--- src/rtl/rr_arbiter_lock_if.sv ---
// rr_arbiter_lock_if: request/lock in, grant out.
// Arbiter side is the slave modport.
interface rr_arbiter_lock_if #(
  parameter int N = 4
);
  localparam int IW = $clog2(N);

  logic [N-1:0]  request;
  logic [N-1:0]  lock;
  logic [N-1:0]  grant;
  logic          grant_valid;
  logic [IW-1:0] grant_id;

  modport master (
    output request,
    output lock,
    input  grant,
    input  grant_valid,
    input  grant_id
  );

  modport slave (
    input  request,
    input  lock,
    output grant,
    output grant_valid,
    output grant_id
  );
endinterface

--- src/rtl/rr_arbiter_lock.sv ---
// rr_arbiter_lock: round-robin arbiter with
// per-requester lock and bounded tenure.
module rr_arbiter_lock #(
  parameter int NO_REQUESTERS = 4,
  parameter int MAX_HOLD      = 16
) (
  input  logic            clock,
  input  logic            reset,
  rr_arbiter_lock_if.slave bus
);
  localparam int N    = NO_REQUESTERS;
  localparam int IW   = $clog2(N);
  localparam int TW   = (MAX_HOLD > 0) ?
                        $clog2(MAX_HOLD + 1) : 1;
  localparam int TSAT = (MAX_HOLD > 0) ?
                        MAX_HOLD : 1;

  logic [N-1:0]  grant_q, grant_d;
  logic          gv_q, gv_d;
  logic [IW-1:0] gid_q, gid_d;
  logic [IW-1:0] p_q, p_d;
  logic [TW-1:0] t_q, t_d;

  logic          found;
  logic [IW-1:0] pick;
  logic [IW-1:0] idx;
  int            j;
  logic          expired;
  logic          hold;
  logic [TW-1:0] t_inc;

  assign bus.grant       = grant_q;
  assign bus.grant_valid = gv_q;
  assign bus.grant_id    = gid_q;

  // First requester at or after P, wrapping.
  always_comb begin
    found = 1'b0;
    pick  = '0;
    idx   = '0;
    j     = 0;
    for (int i = 0; i < N; i++) begin
      j = int'(p_q) + i;
      if (j >= N) j = j - N;
      idx = IW'(j);
      if (!found && bus.request[idx]) begin
        found = 1'b1;
        pick  = idx;
      end
    end
  end

  // Hold/re-arbitrate decision and tenure count.
  always_comb begin
    expired = (MAX_HOLD != 0) &&
              (t_q == TW'(TSAT));
    hold    = gv_q && bus.request[gid_q] &&
              bus.lock[gid_q] && !expired;
    t_inc   = (t_q == TW'(TSAT)) ?
              t_q : t_q + 1'b1;
    grant_d = grant_q;
    gv_d    = gv_q;
    gid_d   = gid_q;
    p_d     = p_q;
    t_d     = t_q;
    if (hold) begin
      t_d = t_inc;
    end else if (found) begin
      grant_d       = '0;
      grant_d[pick] = 1'b1;
      gv_d          = 1'b1;
      gid_d         = pick;
      p_d = (pick == IW'(N - 1)) ?
            '0 : pick + 1'b1;
      t_d = (gv_q && pick == gid_q) ?
            t_inc : TW'(1);
    end else begin
      grant_d = '0;
      gv_d    = 1'b0;
      gid_d   = '0;
      t_d     = '0;
    end
  end

  // State register with synchronous reset.
  always_ff @(posedge clock) begin
    if (reset) begin
      grant_q <= '0;
      gv_q    <= 1'b0;
      gid_q   <= '0;
      p_q     <= '0;
      t_q     <= '0;
    end else begin
      grant_q <= grant_d;
      gv_q    <= gv_d;
      gid_q   <= gid_d;
      p_q     <= p_d;
      t_q     <= t_d;
    end
  end
endmodule

--- src/flat_wrapper.sv ---
// flat-port wrapper written by rule: the top's interface ports become plain ports
module rr_arbiter_lock_flat 
#(
  parameter int NO_REQUESTERS = 4,
  parameter int MAX_HOLD      = 16
)
  (clock, reset, bus_request, bus_lock, bus_grant, bus_grant_valid, bus_grant_id);
  rr_arbiter_lock_if bus_i ();
  input  logic clock;
  input  logic reset;
  input wire logic [$bits(bus_i.request)-1:0] bus_request;
  input wire logic [$bits(bus_i.lock)-1:0] bus_lock;
  output wire logic [$bits(bus_i.grant)-1:0] bus_grant;
  output wire logic [$bits(bus_i.grant_valid)-1:0] bus_grant_valid;
  output wire logic [$bits(bus_i.grant_id)-1:0] bus_grant_id;
  assign bus_i.request = bus_request;
  assign bus_i.lock = bus_lock;
  assign bus_grant = bus_i.grant;
  assign bus_grant_valid = bus_i.grant_valid;
  assign bus_grant_id = bus_i.grant_id;
  rr_arbiter_lock #(.NO_REQUESTERS(NO_REQUESTERS), .MAX_HOLD(MAX_HOLD)) u_core (.clock(clock), .reset(reset), .bus(bus_i));
endmodule
--- config.mk ---
export PLATFORM = sky130hd
export DESIGN_NAME = rr_arbiter_lock_flat
export DESIGN_NICKNAME = d
export VERILOG_FILES = /design/src/rtl/rr_arbiter_lock_if.sv /design/src/rtl/rr_arbiter_lock.sv /design/src/flat_wrapper.sv
export SDC_FILE = /design/constraint.sdc
export NUM_CORES = 1
export LEC_CHECK = 0
export ABC_AREA = 1
export CAP_MARGIN = 5
export CORE_MARGIN = 2
export CORE_UTILIZATION = 25
export DETAILED_ROUTE_END_ITERATION = 6
export PLACE_DENSITY_LB_ADDON = 0.2
export SLEW_MARGIN = 15
export SYNTH_ARGS = -nofsm -noshare
export SYNTH_HDL_FRONTEND = slang
export SYNTH_SLANG_ARGS = --single-unit
--- constraint.sdc ---
create_clock -name clock -period 3.4 [get_ports clock]
set_clock_uncertainty 0.1 [all_clocks]
set_input_delay 0.51 -clock clock [delete_from_list [all_inputs] [get_ports clock]]
set_output_delay 0.51 -clock clock [all_outputs]
set_load 0.05 [all_outputs]
==> results.yml <==
outcome:
  status: "complete, no violations"
grt:
  antenna_found_initial: 0
  grt_max_degree: 12
  grt_usage_pct: 12.65
  grt_pass1_vias: 1004
  grt_pass1_wl_um: 4409
  grt_overflow_total: 0
critical_path:
  cp.arrival_ns: 2.40
  cp-start-kind: "primary input"
  cp_common_cell: "inv_1"
  cp.required_ns: 3.43
  r2r-end: "u_core.p_q[1]$_SDFFE_PP0P_"
  cp.buffers_inverters: 3
  slowest_stage: "clkdlybuf4s50_1"
  slowest_delay_ns: 0.45
  path_max_fanout: 5
  reg2reg_depth: 12
  startpoint: "bus_request[1]"
  path_class: "in -> reg"
  regToRegSetupSlack_ns: 1.06
  crit_family: "simple AND/OR/NAND/NOR gates"
  r2r-start: "u_core.p_q[0]$_SDFFE_PP0P_"
  worstPathCellList: "clkdlybuf4s50_1 -> inv_1 -> nand2_1 -> nand3_1 -> nand2_2 -> nor2_4 -> nand3_4 -> nand3_2 -> inv_1 -> ha_1 -> o21ai_0 -> a21oi_1"
  cp-end-kind: "register"
placement:
  io_buffers: 16
  gp_congestion: 0.8861
  dpl_cell_area_mm2: 0.001232
  hpwl_um: 1972
detailed_routing:
  vias: 1009
  drc: 0
  antenna_left: 0
  vias_per_cell: 4.484
  firstDrtPassIters: 4
  post_drt_wl_per_cell_um: 11.17
  drt_iter0_drc: 56
  wirelength_um: 2513
pwr:
  power_w: 0.001185
  cellLeakagePower_nw: 0.6062
  powerDensity_mw_per_mm2: 930.2
  ir_drop_mv: 0.4335
die:
  ioPinCount: 17
  initial_core_util_pct: 25.81
  die_h_um: 68.26
  dieArea_mm2: 0.004659
  die_w_um: 68.26
  core_mm2: 0.004000
  placementRows: 23
timing:
  hold_viol: 0
  slew_headroom_pct: 66.22
  finalMaxSlewViolations: 0
  fin_setup_tns_ns: 0
  post-route-min-period_ns: 2.364
  worst_pin_slew_ns: 0.5051
  fin_crit_sh_pct: 69.52
  rsz0062_at_grt: "false"
  fmax_mhz: 423.0
  timing.final.setup_violations: 0
logic_synthesis:
  yosysWarnings: 0
  synth_top_family_by_area: "simple AND/OR/NAND/NOR gates"
  synth_nets: 175
  synth.distinct_cells: 26
  yosys.area_share.simple_pct: 45.94
  ys_ff_latch: 14
  async_reset_ff_share_pct: 0
  synth_area_leaders: "dfxtp_1, nand2_1, nand3_1"
  yosysTopAreaCell: "dfxtp_1"
  synth.most_common_cell: "nand2_1"
  netlist_area_mm2: 0.001032
  yosysSeqAreaShare_pct: 27.15
  synth_edf_count: 0
  synth_compound_area_share_pct: 8.242
  synthAdderAreaFrac_pct: 7.273
  yosys-top-cells-count: "nand2_1, inv_1, nand3_1"
  synthMuxAreaShare_pct: 0
  synth-xor-area-share_pct: 0.8485
  yosysTopAreaCellShare_pct: 27.15
  synth_area_per_cell_um2: 6.492
  synthFlopType: "dfxtp_1"
  syn_inst: 159
cts:
  h-tree-depth: 1
  root_buffer: "clkbuf_8"
  clockBufferDepth: 2
  clkSinkCount: 14
  cts_tree: "yes"
  clkLatencyLatePin_ns: 0.24
  numCtsBuffers: 3
  clk_pin_slew_worst_paths_ns: 0.06
  holdBufCountCts: 0
  post_cts_buffers: 0
  cts-resized-gates: 0
min_path:
  hp-start: "u_core.bus.grant[2]$_SDFFE_PP0N_"
  holdPathEnd: "u_core.bus.grant[2]$_SDFFE_PP0N_"
  whs_path_depth: 2
  hp-class: "reg -> reg"
layout:
  final_nets: 193
  area_growth_pct: 23.39
  antenna_cells: 0
  fin_area_mm2: 0.001274
  drive_gt1_share_pct: 16.00
job:
  cap_viol_max_count: 0
## where the power goes
part | internal, W | switching [W] | leakage [nW] | total, W
Combinational | 0.000260 | 0.000525 | 0.470 | 0.000784
Sequential | 0.000213 | 0.0000526 | 0.115 | 0.000266
Clock | 0.0000783 | 0.0000565 | 0.0216 | 0.000135
## per-stage QoR
step	setup WS, ns	hold WS, ns	util, %	instances
after floorplan	1.473	0.4142	-	159
after global placement	0.8923	0.3611	30.81	222
after global routing	0.8286	0.3783	31.84	225
after CTS	1.040	0.3703	31.84	225
final	1.036	0.3689	31.84	225
after detailed placement	0.7916	0.3594	30.81	222
## layout make-up
| type | count | area (µm²) |
|---|---|---|
| Tap cell | 50 | 62.56 |
| Clock buffer | 3 | 41.29 |
| Fill cell | 431 | 2726 |
| Multi-Input combinational cell | 119 | 643.1 |
| Sequential cell | 14 | 280.3 |
| Inverter | 23 | 86.33 |
| Timing Repair Buffer | 16 | 160.2 |
## cells by family after synthesis
family,Yosys count
compound gates,15
xor+xnor,1
fa+ha+maj,6
buf+inv,26
flops,14
simple gates,97
## metal layers
layer | part of all wire, % | vias up | wire length, µm | GRT usage, %
li1 | - | 536 | - | -
met1 | 48 | 448 | 1210 | 16.02
met2 | 44 | 23 | 1108 | 20.75
met3 | 6.6 | 2 | 167 | 3.125
met4 | 1.0 | 0 | 26 | 4.500
met5 | 0 | - | 0 | 0
## sequential cells by signal (all words and copies together) (netlist names)
register                count
u_core.bus.grant            4
u_core.p_q                  2
u_core.t_q                  5
u_core.bus.grant_id         2
u_core.bus.grant_valid      1
## how the worst max path moves through the flow
stage,to,slack (ns),cells past startpoint
2_1_floorplan,u_core.p_q[1]$_SDFFE_PP0P_,1.47,11
3_3_place_gp,u_core.p_q[1]$_SDFFE_PP0P_,0.89,13
3_5_place_dp,u_core.p_q[1]$_SDFFE_PP0P_,0.79,12
4_1_cts,u_core.p_q[1]$_SDFFE_PP0P_,1.04,12
5_1_grt,u_core.p_q[1]$_SDFFE_PP0P_,0.83,13
6_report,u_core.p_q[1]$_SDFFE_PP0P_,1.04,12
## worst register-to-register path, cell delays in order, from the launching register on
cell,delay (ns)
dfxtp_1,0.55
inv_2,0.20
nand2_1,0.11
nand2_2,0.08
nand2_1,0.10
nand2_2,0.07
nor2_4,0.14
nand3_4,0.12
nand3_2,0.14
inv_1,0.08
ha_1,0.29
o21ai_0,0.18
a21oi_1,0.06
## layout by cell type, fill, tap and decap left out
cell	synthesis	routed
clkdlybuf4s50_1	0	16
inv_2	3	3
nor2_1	6	6
o21ai_2	1	1
xor2_1	1	1
a21oi_2	1	1
nand3_4	1	1
nor3_1	2	2
nand4_2	1	1
inv_1	20	20
ha_1	6	6
nand2_1	49	49
or2_2	1	1
dfxtp_1	14	14
nand3_1	19	19
nand3_2	2	2
nor2_2	1	1
a211oi_1	1	1
nor2_4	1	1
o21ai_0	3	3
a21oi_1	9	9
nand2_2	12	12
clkbuf_8	0	3
nand4_1	1	1
and2_2	1	1
Power figures use the tool's default switching activity.
